## src/rtl/umai_aib_pkg.sv

```systemverilog
// Shared definitions for the UMAI -> AIB transmit path.
// Holds the flit kind encoding, the bit positions of every flit field, the
// 72-bit flit type, the striper FSM states and the per-beat slice count.
// Compile-time option: UMAI_TX_STRIPER_PARITY_EN (see umai_tx_striper).
package umai_aib_pkg;

  localparam int FLIT_W   = 72;
  localparam int BEAT_W   = 512;
  localparam int DATA_W   = 64;
  localparam int SLICES   = BEAT_W / DATA_W;  // 8 slices per 512-bit beat
  localparam int SLICE_W  = 3;

  // Field positions (all flits)
  localparam int KIND_HI  = 71;
  localparam int KIND_LO  = 70;
  localparam int PAR_BIT  = 64;

  // DATA flit fields
  localparam int SLICE_HI = 69;
  localparam int SLICE_LO = 67;

  // CMD flit fields
  localparam int CMD_ADDR_HI  = 31;
  localparam int CMD_ADDR_LO  = 0;
  localparam int CMD_LEN_HI   = 37;
  localparam int CMD_LEN_LO   = 32;
  localparam int CMD_TYPE_BIT = 38;

  typedef enum logic [1:0] {
    KIND_NONE  = 2'b00,
    KIND_CMD   = 2'b01,
    KIND_DATA  = 2'b10,
    KIND_DLAST = 2'b11
  } flit_kind_e;

  typedef enum logic {
    ST_IDLE = 1'b0,
    ST_DATA = 1'b1
  } tx_state_e;

  typedef logic [FLIT_W-1:0] aib_flit_t;

endpackage

```

## src/rtl/aib_tx_slot.sv

```systemverilog
// One-entry valid/ready holding register for a single AIB TX channel.
// Ports:
//   i_clk, i_rst  clock, synchronous active-high reset
//   i_load        write i_data into the slot this cycle
//   i_data        flit to store
//   i_ready       downstream accepts the held flit
//   o_valid       slot holds a flit
//   o_data        held flit (zero after reset)
//   o_free        slot can take a new flit this cycle (empty or draining)
module aib_tx_slot
  import umai_aib_pkg::*;
(
  input  logic      i_clk,
  input  logic      i_rst,
  input  logic      i_load,
  input  aib_flit_t i_data,
  input  logic      i_ready,
  output logic      o_valid,
  output aib_flit_t o_data,
  output logic      o_free
);

  logic      valid_q;
  aib_flit_t data_q;

  // Refill in the same cycle the held flit drains.
  assign o_free  = !valid_q || i_ready;
  assign o_valid = valid_q;
  assign o_data  = data_q;

  always_ff @(posedge i_clk) begin
    if (i_rst) begin
      valid_q <= 1'b0;
      data_q  <= '0;
    end else begin
      if (i_load) begin
        valid_q <= 1'b1;
        data_q  <= i_data;
      end else if (i_ready) begin
        valid_q <= 1'b0;
      end
    end
  end

endmodule

```

## src/rtl/umai_tx_striper.sv

```systemverilog
// UMAI command/write-data to AIB flit striper.
// Each accepted command becomes one CMD flit; each 512-bit write beat becomes
// eight DATA flits (the last one of a burst tagged DATA_LAST). Flits are sent
// round-robin over channels [c_first_chn_id, c_last_chn_id], one flit per cycle
// at most, each channel buffered by a one-entry slot.
// Ports:
//   i_clk, i_rst                      clock, synchronous active-high reset
//   c_first_chn_id, c_last_chn_id     enabled channel range (inclusive)
//   i_umai_c*, o_umai_cready          command channel
//   i_umai_w*, o_umai_wready          write-data channel (wready once per beat)
//   o_tx_valid, i_tx_ready, o_tx_data per-channel flit outputs
// Build option: define UMAI_TX_STRIPER_PARITY_EN to put even parity of the
// payload in flit bit 64 (bits [63:0] for DATA, [38:0] for CMD); otherwise 0.
module umai_tx_striper
  import umai_aib_pkg::*;
#(
  parameter int NumChannels = 6,
  parameter int ChnIdW      = $clog2(NumChannels)
) (
  input  logic                                i_clk,
  input  logic                                i_rst,
  input  logic [ChnIdW-1:0]                   c_first_chn_id,
  input  logic [ChnIdW-1:0]                   c_last_chn_id,
  input  logic [31:0]                         i_umai_caddr,
  input  logic [5:0]                          i_umai_clen,
  input  logic                                i_umai_ctype,
  input  logic                                i_umai_cvalid,
  output logic                                o_umai_cready,
  input  logic [BEAT_W-1:0]                   i_umai_wdata,
  input  logic                                i_umai_wvalid,
  output logic                                o_umai_wready,
  output logic [NumChannels-1:0]              o_tx_valid,
  input  logic [NumChannels-1:0]              i_tx_ready,
  output logic [NumChannels-1:0][FLIT_W-1:0]  o_tx_data
);

  tx_state_e          state_q, state_d;
  logic [ChnIdW-1:0]  ptr_q, ptr_d;
  logic [5:0]         beat_q, beat_d;
  logic [SLICE_W-1:0] slice_q, slice_d;

  logic [NumChannels-1:0] slot_free;
  logic [NumChannels-1:0] slot_load;
  logic                   tgt_free;
  logic                   fire;
  aib_flit_t              flit_d;
  logic [DATA_W-1:0]      slice_data;

  assign tgt_free   = slot_free[ptr_q];
  assign slice_data = i_umai_wdata[{slice_q, 6'd0} +: DATA_W];

  always_comb begin
    state_d       = state_q;
    ptr_d         = ptr_q;
    beat_d        = beat_q;
    slice_d       = slice_q;
    o_umai_cready = 1'b0;
    o_umai_wready = 1'b0;
    fire          = 1'b0;
    flit_d        = '0;

    unique case (state_q)
      ST_IDLE: begin
        // Gated by reset so handshakes stay low while reset is held.
        o_umai_cready = tgt_free && !i_rst;
        flit_d[KIND_HI:KIND_LO]         = KIND_CMD;
        flit_d[CMD_ADDR_HI:CMD_ADDR_LO] = i_umai_caddr;
        flit_d[CMD_LEN_HI:CMD_LEN_LO]   = i_umai_clen;
        flit_d[CMD_TYPE_BIT]            = i_umai_ctype;
`ifdef UMAI_TX_STRIPER_PARITY_EN
        flit_d[PAR_BIT] = ^flit_d[CMD_TYPE_BIT:0];
`endif
        if (o_umai_cready && i_umai_cvalid) begin
          fire = 1'b1;
          if (i_umai_ctype) begin
            state_d = ST_DATA;
            beat_d  = i_umai_clen;
            slice_d = '0;
          end
        end
      end

      ST_DATA: begin
        flit_d[KIND_HI:KIND_LO]   = KIND_DATA;
        flit_d[SLICE_HI:SLICE_LO] = slice_q;
        flit_d[DATA_W-1:0]        = slice_data;
`ifdef UMAI_TX_STRIPER_PARITY_EN
        flit_d[PAR_BIT] = ^slice_data;
`endif
        if (i_umai_wvalid && tgt_free && !i_rst) begin
          fire    = 1'b1;
          slice_d = slice_q + SLICE_W'(1);  // wraps 7 -> 0
          if (slice_q == SLICE_W'(SLICES - 1)) begin
            o_umai_wready = 1'b1;
            if (beat_q == '0) begin
              flit_d[KIND_HI:KIND_LO] = KIND_DLAST;
              state_d = ST_IDLE;
            end else begin
              beat_d = beat_q - 6'd1;
            end
          end
        end
      end

      default: state_d = ST_IDLE;
    endcase

    if (fire) begin
      ptr_d = (ptr_q == c_last_chn_id) ? c_first_chn_id : ptr_q + ChnIdW'(1);
    end
  end

  always_ff @(posedge i_clk) begin
    if (i_rst) begin
      state_q <= ST_IDLE;
      ptr_q   <= c_first_chn_id;
      beat_q  <= '0;
      slice_q <= '0;
    end else begin
      state_q <= state_d;
      ptr_q   <= ptr_d;
      beat_q  <= beat_d;
      slice_q <= slice_d;
    end
  end

  for (genvar g = 0; g < NumChannels; g++) begin : g_slot
    assign slot_load[g] = fire && (ptr_q == ChnIdW'(g));

    aib_tx_slot u_slot (
      .i_clk   (i_clk),
      .i_rst   (i_rst),
      .i_load  (slot_load[g]),
      .i_data  (flit_d),
      .i_ready (i_tx_ready[g]),
      .o_valid (o_tx_valid[g]),
      .o_data  (o_tx_data[g]),
      .o_free  (slot_free[g])
    );
  end

endmodule
```

## config.mk

```make
export PLATFORM = sky130hd
export DESIGN_NAME = umai_tx_striper
export DESIGN_NICKNAME = d
export VERILOG_FILES = /design/src/rtl/umai_aib_pkg.sv /design/src/rtl/aib_tx_slot.sv /design/src/rtl/umai_tx_striper.sv
export SDC_FILE = /design/constraint.sdc
export NUM_CORES = 1
export LEC_CHECK = 0
export CAP_MARGIN = 20
export CORE_AREA = 2 2 396 398
export CTS_BUF_LIST = sky130_fd_sc_hd__clkbuf_4 sky130_fd_sc_hd__clkbuf_8
export DETAILED_ROUTE_END_ITERATION = 6
export DIE_AREA = 0 0 398 400
export PLACE_DENSITY = 0.45
export SYNTH_ARGS = -nofsm -noshare
export SYNTH_HDL_FRONTEND = slang
export SYNTH_SLANG_ARGS = --single-unit
```

## constraint.sdc

```tcl
create_clock -name i_clk -period 5.7 [get_ports i_clk]
set_input_delay 1.14 -clock i_clk [delete_from_list [all_inputs] [get_ports i_clk]]
set_output_delay 1.14 -clock i_clk [all_outputs]
set_load 0.03 [all_outputs]
```

==> metrics.txt, run 1 <==
final setup violating endpoints=0; Worst R2R Setup Slack=between 2 and 2.5 ns; cells after synthesis=2,427; beginning of the worst hold path=g_slot[5].u_slot.o_data[67]; min cycle time layout=4.919 ns; Via Count=approximately 24,000; std cell rows=145; IO Count=1,007; global-route wire length before repair=approximately 200,000 µm; hold-fix buffer count after cts=0; IO buf count=988; Worst Tran Pin Value=1.176 ns; Leak=0.01109 µW; via density per instance=approximately 4.5; top_reg_cell synth=dfxtp_1; CTS tree=yes; GPL Wtd Cong=0.8488; post-CTS setup buffers=0; # fillers=17,010; 1st-iter DRT viols=about 2,100; status=finished, final reports clean; hold path depth=2; R2R cell count=6; Max FO, Critical Path=7; Min Hold Slack=0.4688 ns; Final nets=3,822; CTS root buf=clkbuf_8; Max Slew Vio Count=0; Hold WC Path Type=reg2reg; die height=400 µm; CTS Buf Count=85; sequential cell area fraction in the yosys report=around 40%; residual DRC count=0; remaining antenna violation count=0; Worst-path clk slew=approximately 0.06 ns; Peak Freq=approximately 200 MHz; power density cells=286.5 mW/mm²; Yosys reg bits=roughly 430; crit path capture type=output pin; Synth cell types=51; Hold EP=g_slot[5].u_slot.o_data[67]; DR pass1 iterations=6; initial antenna violation count=66; setup_tns=0 ns; GRT overflow=0; Initial Util=13.97%; core area=0.1551 mm²; Ys Warns=0; width of the die=about 400 µm; Tot GR Track Use=18.03%; wire per inst=27.99 µm; Final Hold Fails=0; worst r2r src=ptr_q[1]; share of cells above drive strength 1=11.01%; vias in the first global route=about 24,000; clk_lat worst skew=between 0.7 and 0.8 ns; Total Wirelength=around 150,000 µm; number of synthesized flops with an enable pin=3; Tcrit/Tclk final=between 80 and 90%; Area Growth Syn to Fin=63.43%; MaxCap Viol Count=0; FF-to-FF End=g_slot[5].u_slot.o_data[7]; Required @ worst endpoint=around 4.6 ns; commonest non-fill, non-tap cell in the layout=clkdlybuf4s50_1; startpoint types=primary input; asr flop ratio synth=0%; Clock Skew=0.04313 ns; htree depth=3; Post-DP HPWL=110,700 µm; syn_area_per_cell=8.932 µm²; area of the mapped netlist=approximately 0.022 mm²; Slew headroom=21.63%; RSZ-0062 raised after global routing=false; die area=0.1592 mm²; pin count of the biggest net entering global routing=122; most frequent cells in the layout=986 x clkdlybuf4s50_1, 426 x dfxtp_1, 382 x a21oi_1; worst path arrival time=roughly 3.8 ns; Worst IR Drop VDD=0.0002310 V; Longest Clk Path Bufs=3; critical path class=in2out; Clock Sinks=around 430; post-CTS sizing=0
logic make-up (layout without fill, tap and decap cells):
family | count (synthesis) | count (layout) | synth area share (%)
AO/OA/AOI/OAI | 829 | 829 | 21.34
AND/OR/NAND/NOR | 605 | 605 | 14.38
flip-flops | 433 | 433 | 40.13
buffers and inverters | 348 | 1211 | 6.903
multiplexers | 199 | 199 | 16.59
adder cells (fa/ha/maj) | 9 | 9 | 0.5195
XOR/XNOR | 3 | 3 | 0.1212
other | 1 | 38 | 0.01730
layer usage:
metal | vias to the layer above | GRT usage (%) | wire [µm]
met5 | - | 0 | 48
met4 | 8 | 7.562 | 6085
met3 | 239 | 3.348 | 9816
met2 | 1203 | 31.98 | 76350
met1 | 12249 | 21.16 | 58450
li1 | 10760 | - | -
layout make-up:
class                   instances  area (µm²)  share of cell area (%)
diodes                         20       50.05                  0.1413
clock buffers                 127        1610                   4.545
clock inverters                21       264.0                  0.7452
inverters                      14       62.56                  0.1766
multi-input cells            1663       11650                   32.89
flip-flops and latches        433        8713                   24.60
well taps                    2058        2575                   7.268
repair buffers               1049       10500                   29.64
sequential cells by signal (all words and copies together), names as in the netlist:
signal	count
state_q	1
slice_q	3
ptr_q	3
g_slot.u_slot.o_valid	6
beat_q	6
g_slot.u_slot.o_data	414
worst max-delay path by stage:
stage / from / endpoint / slack, ns / cells after the start
2_1_floorplan: i_tx_ready[1] / o_umai_wready / 1.75 / 5
3_3_place_gp: i_tx_ready[2] / o_umai_cready / 0.67 / 6
3_5_place_dp: i_tx_ready[2] / o_umai_cready / 0.67 / 6
4_1_cts: ptr_q[0] / o_umai_cready / 0.58 / 5
5_1_grt: ptr_q[0] / o_umai_cready / 0.64 / 5
6_report: i_tx_ready[1] / o_umai_cready / 0.78 / 6
critical path, cell delays in order:
cell	delay, ns
clkdlybuf4s50_1	0.49
nor2b_1	0.09
a2111oi_4	0.74
nor3_2	0.14
nor3_1	0.41
clkdlybuf4s50_1	0.76
synthesized netlist by cell type, types with 2 or more instances:
library cell	count	share of area (%)
mux2_2	2	0.10
o211ai_1	78	2.7
dfxtp_1	430	40
o21ai_0	276	6.4
inv_1	11	0.19
o2111a_1	2	0.10
nand2b_1	3	0.087
buf_4	32	1.1
buf_2	56	1.3
mux2i_1	69	3.2
edfxtp_1	3	0.42
mux4_2	128	13
clkbuf_1	224	3.9
nand3b_1	2	0.069
a31oi_1	7	0.20
clkinv_1	2	0.035
nor4_1	2	0.058
and2_1	4	0.12
nor3_1	6	0.14
o31ai_1	58	2.0
nor2b_1	31	0.89
or3_1	4	0.12
xnor2_1	3	0.12
a311oi_1	2	0.081
o21a_1	5	0.17
nand2_1	85	1.5
a211oi_1	6	0.21
nand3_1	278	6.4
o311a_1	2	0.092
a21oi_1	382	8.8
nor3b_1	2	0.069
nor2_1	46	0.80
ha_1	9	0.52
buf_1	22	0.38
nand4_1	139	4.0
power by group:
| group | switching, µW | internal, µW |
|---|---|---|
| Combinational | 2440 | 916 |
| Sequential | 97.0 | 3140 |
| Clock | 1560 | 2000 |
| Total | 4100 | 6050 |
per-stage QoR:
step | area, µm² | util (%) | worst slack (ns) | power (µW) | instances
CTS | 35380 | 22.81 | 0.5850 | 10320 | 5365
global route | 35410 | 22.83 | 0.6403 | 10560 | 5379
finish | 35430 | 22.84 | 0.7813 | 10150 | 5385
floorplan | 21740 | - | 1.754 | 4893 | 2444
detailed placement | 33500 | 21.60 | 0.6731 | 6699 | 5217
global placement | 33500 | 21.60 | 0.6743 | 6700 | 5217
No activity file was read; power rests on OpenSTA's default activity.
==> inputs of run 2 (changes only) <==
Settings changed: SETUP_SLACK_MARGIN set to 0.15.
==> results of run 2 <==
Same layout as run 1: the final DEF is identical, and so are final timing and power.
==> inputs of run 3 (changes only) <==
Settings changed: CORE_AREA 2 2 396 398 to 2 2 388 390, DIE_AREA 0 0 398 400 to 0 0 390 392, HOLD_SLACK_MARGIN set to 0.12, PLACE_DENSITY 0.45 to 0.46.
==> run 3 against run 2 <==
Against the previous run: global-route usage about the same; final cell count is 1.9% lower; routed wire length is 4.3% lower; sequential share of layout area grew 0.10 points; largest cell class unchanged; combinational power fell by 2%; die area down 4.0%; via count down 1.5%; worst hold slack gained 0.00088 ns; clock-buffer cell count increased by 6; register-to-register slack gained 0.08 ns; clock skew rose by 0.023 ns; design area shrank 0.41%.
==> metrics.txt, run 3 (synthesis gave the netlist of run 1 again) <==
Worst IR Drop VDD=0.0002266 V (-1.9%); Clock Sinks=433 (unchanged); residual DRC count=0 (unchanged); Gate power share=32.7% (-0.3 points); pin count of the biggest net entering global routing=93 (-24%); CTS tree=yes; Max FO, Critical Path=7 (unchanged); setup_tns=0 ns (unchanged); final setup violating endpoints=0 (unchanged); initial antenna violation count=54 (-18%); MaxCap Viol Count=0 (unchanged); status=finished, final reports clean; width of the die=390 µm (-2.0%); met1 Track Usage GR=20.28% (-0.88 points); via density per instance=4.558 (+0.36%); min cycle time layout=4.814 ns (-0.1043 ns); worst path arrival time=3.67 ns (-0.11 ns); final instance area=0.03528 mm² (-0.41%); clock share of power=35.2% (about the same); Worst-path clk slew=0.05 ns (about the same); placed insts=5,103 (-2.2%); share of cells above drive strength 1=11.25% (+0.24 points); hold-fix buffer count after cts=0 (unchanged); area post-placement=0.03333 mm² (-0.51%); Clock Skew=0.06566 ns (+0.02253 ns); Final Hold Fails=0 (unchanged); most frequent cells in the layout=987 x clkdlybuf4s50_1, 426 x dfxtp_1, 382 x a21oi_1; remaining antenna violation count=0 (unchanged); GR met3 Demand/Resource=4.423% (+1.1 points); std cell rows=142 (-2.1%); post-CTS sizing=0 (unchanged); Slew headroom=26.72% (+5.1 points); 1st-iter DRT viols=1,813 (-14%); IO Count=1,007 (unchanged); Flop pwr share=32.1% (+0.2 points); global-route wire length before repair=193,200 µm (-3.6%); htree depth=3 (unchanged); GRT overflow=0 (unchanged); die height=392 µm (-2.0%); startpoint types=primary input; Post-DP HPWL=107,300 µm (-3.1%); Worst Tran Pin Value=1.099 ns (-0.07634 ns); Hold WC Path Type=reg2reg; Via Count=24,091 (-1.5%); Peak Freq=207.7 MHz (+2.2%); non-filler cells, final=5,285 (-1.9%); CTS Buf Count=89 (+4.7%); GPL Wtd Cong=0.8816 (+3.9%); P_int=6019 µW (-0.53%); GRT met2 Usage=31.00% (-0.98 points); DR pass1 iterations=5 (-1); post-CTS setup buffers=0 (unchanged); IO buf count=988 (unchanged); Initial Util=14.56% (+0.58 points); core area=0.1489 mm² (-4.0%); wire per inst=27.29 µm (-2.5%); Area Growth Syn to Fin=62.76%; Sw Share=40.13% (-0.25 points); Tcrit/Tclk final=84.46% (-1.8 points); max FFs per register=414 (unchanged); commonest non-fill, non-tap cell in the layout=clkdlybuf4s50_1; Longest Clk Path Bufs=3 (unchanged); Required @ worst endpoint=4.56 ns (about the same); crit path capture type=output pin; CTS root buf=clkbuf_8; Leak=0.01108 µW (about the same); vias in the first global route=23,990 (+0.43%); power density cells=284.9 mW/mm² (-0.54%); die area=0.1529 mm² (-4.0%); Tot GR Track Use=18.00% (-0.027 points); Max Slew Vio Count=0 (unchanged); Total Wirelength=144,200 µm (-4.3%); most used routing layer=met2; Final nets=3,828 (+0.16%); Core Util, Final=23.70% (+0.86 points); RSZ-0062 raised after global routing=false; clk_lat worst skew=0.79 ns (about the same); NetSw=4034 µW (-1.6%); critical path class=in2out
==> run 3: cell count changes in the layout (fill, tap and decap cells not counted), sizes merged <==
cell | before | now
clkdlybuf4s50 | 986 | 987
inv | 15 | 20
bufinv | 4 | 3
clkbuf | 127 | 134
clkinvlp | 1 | 4
diode | 20 | 25
clkinv | 15 | 9
==> run 3: power by group through the flow <==
stage	Clock [µW]	Combinational [µW]	Sequential, µW
final	3540	3290	3230
after global routing	3770	3460	3240
after detailed placement	0	3320	3290
after global placement	0	3320	3290
after floorplan	0	1470	3420
after CTS	3660	3330	3230
==> run 3: metrics by stage <==
stage	hold WS [ns]	power (µW)	worst slack, ns
final	0.4697	10050	0.8855
after global routing	0.4889	10470	0.7422
after CTS	0.4703	10220	0.7911
after detailed placement	0.4623	6618	0.8754
after global placement	0.4571	6609	0.8960
after floorplan	0.4701	4893	1.754
==> run 3: layer usage <==
layer | wire, µm | share of wire, %
met2 | 72070 | 50
met4 | 7454 | 5.2
met5 | 118 | 0.082
met3 | 9856 | 6.8
met1 | 54750 | 38
==> run 3: final cells by class <==
type / instances / area [µm²]
Fill cell: 16331 / 113600
Multi-Input combinational cell: 1663 / 11650
Timing Repair Buffer: 1051 / 10490
Sequential cell: 433 / 8713
Tap cell: 1944 / 2432
Clock buffer: 133 / 1618
Clock inverter: 22 / 249.0
Antenna cell: 25 / 62.56
Inverter: 14 / 60.06
==> run 3: worst paths after layout <==
path              cells after the start                   startpoint                          end  slack [ns]
setup / recovery                      6                i_tx_ready[0]                o_umai_wready        0.89
hold / removal                        2  g_slot[4].u_slot.o_data[39]  g_slot[4].u_slot.o_data[39]        0.47
setup reg to reg                      8                     ptr_q[2]  g_slot[3].u_slot.o_data[31]        2.27
hold reg to reg                       2  g_slot[4].u_slot.o_data[39]  g_slot[4].u_slot.o_data[39]        0.47
==> run 3: worst max-delay path, stage by stage <==
cell	delay, ns
clkdlybuf4s50_1	0.50
nor3b_2	0.07
a2111oi_4	0.80
nor3_2	0.22
nor3_1	0.22
clkdlybuf4s50_1	0.71
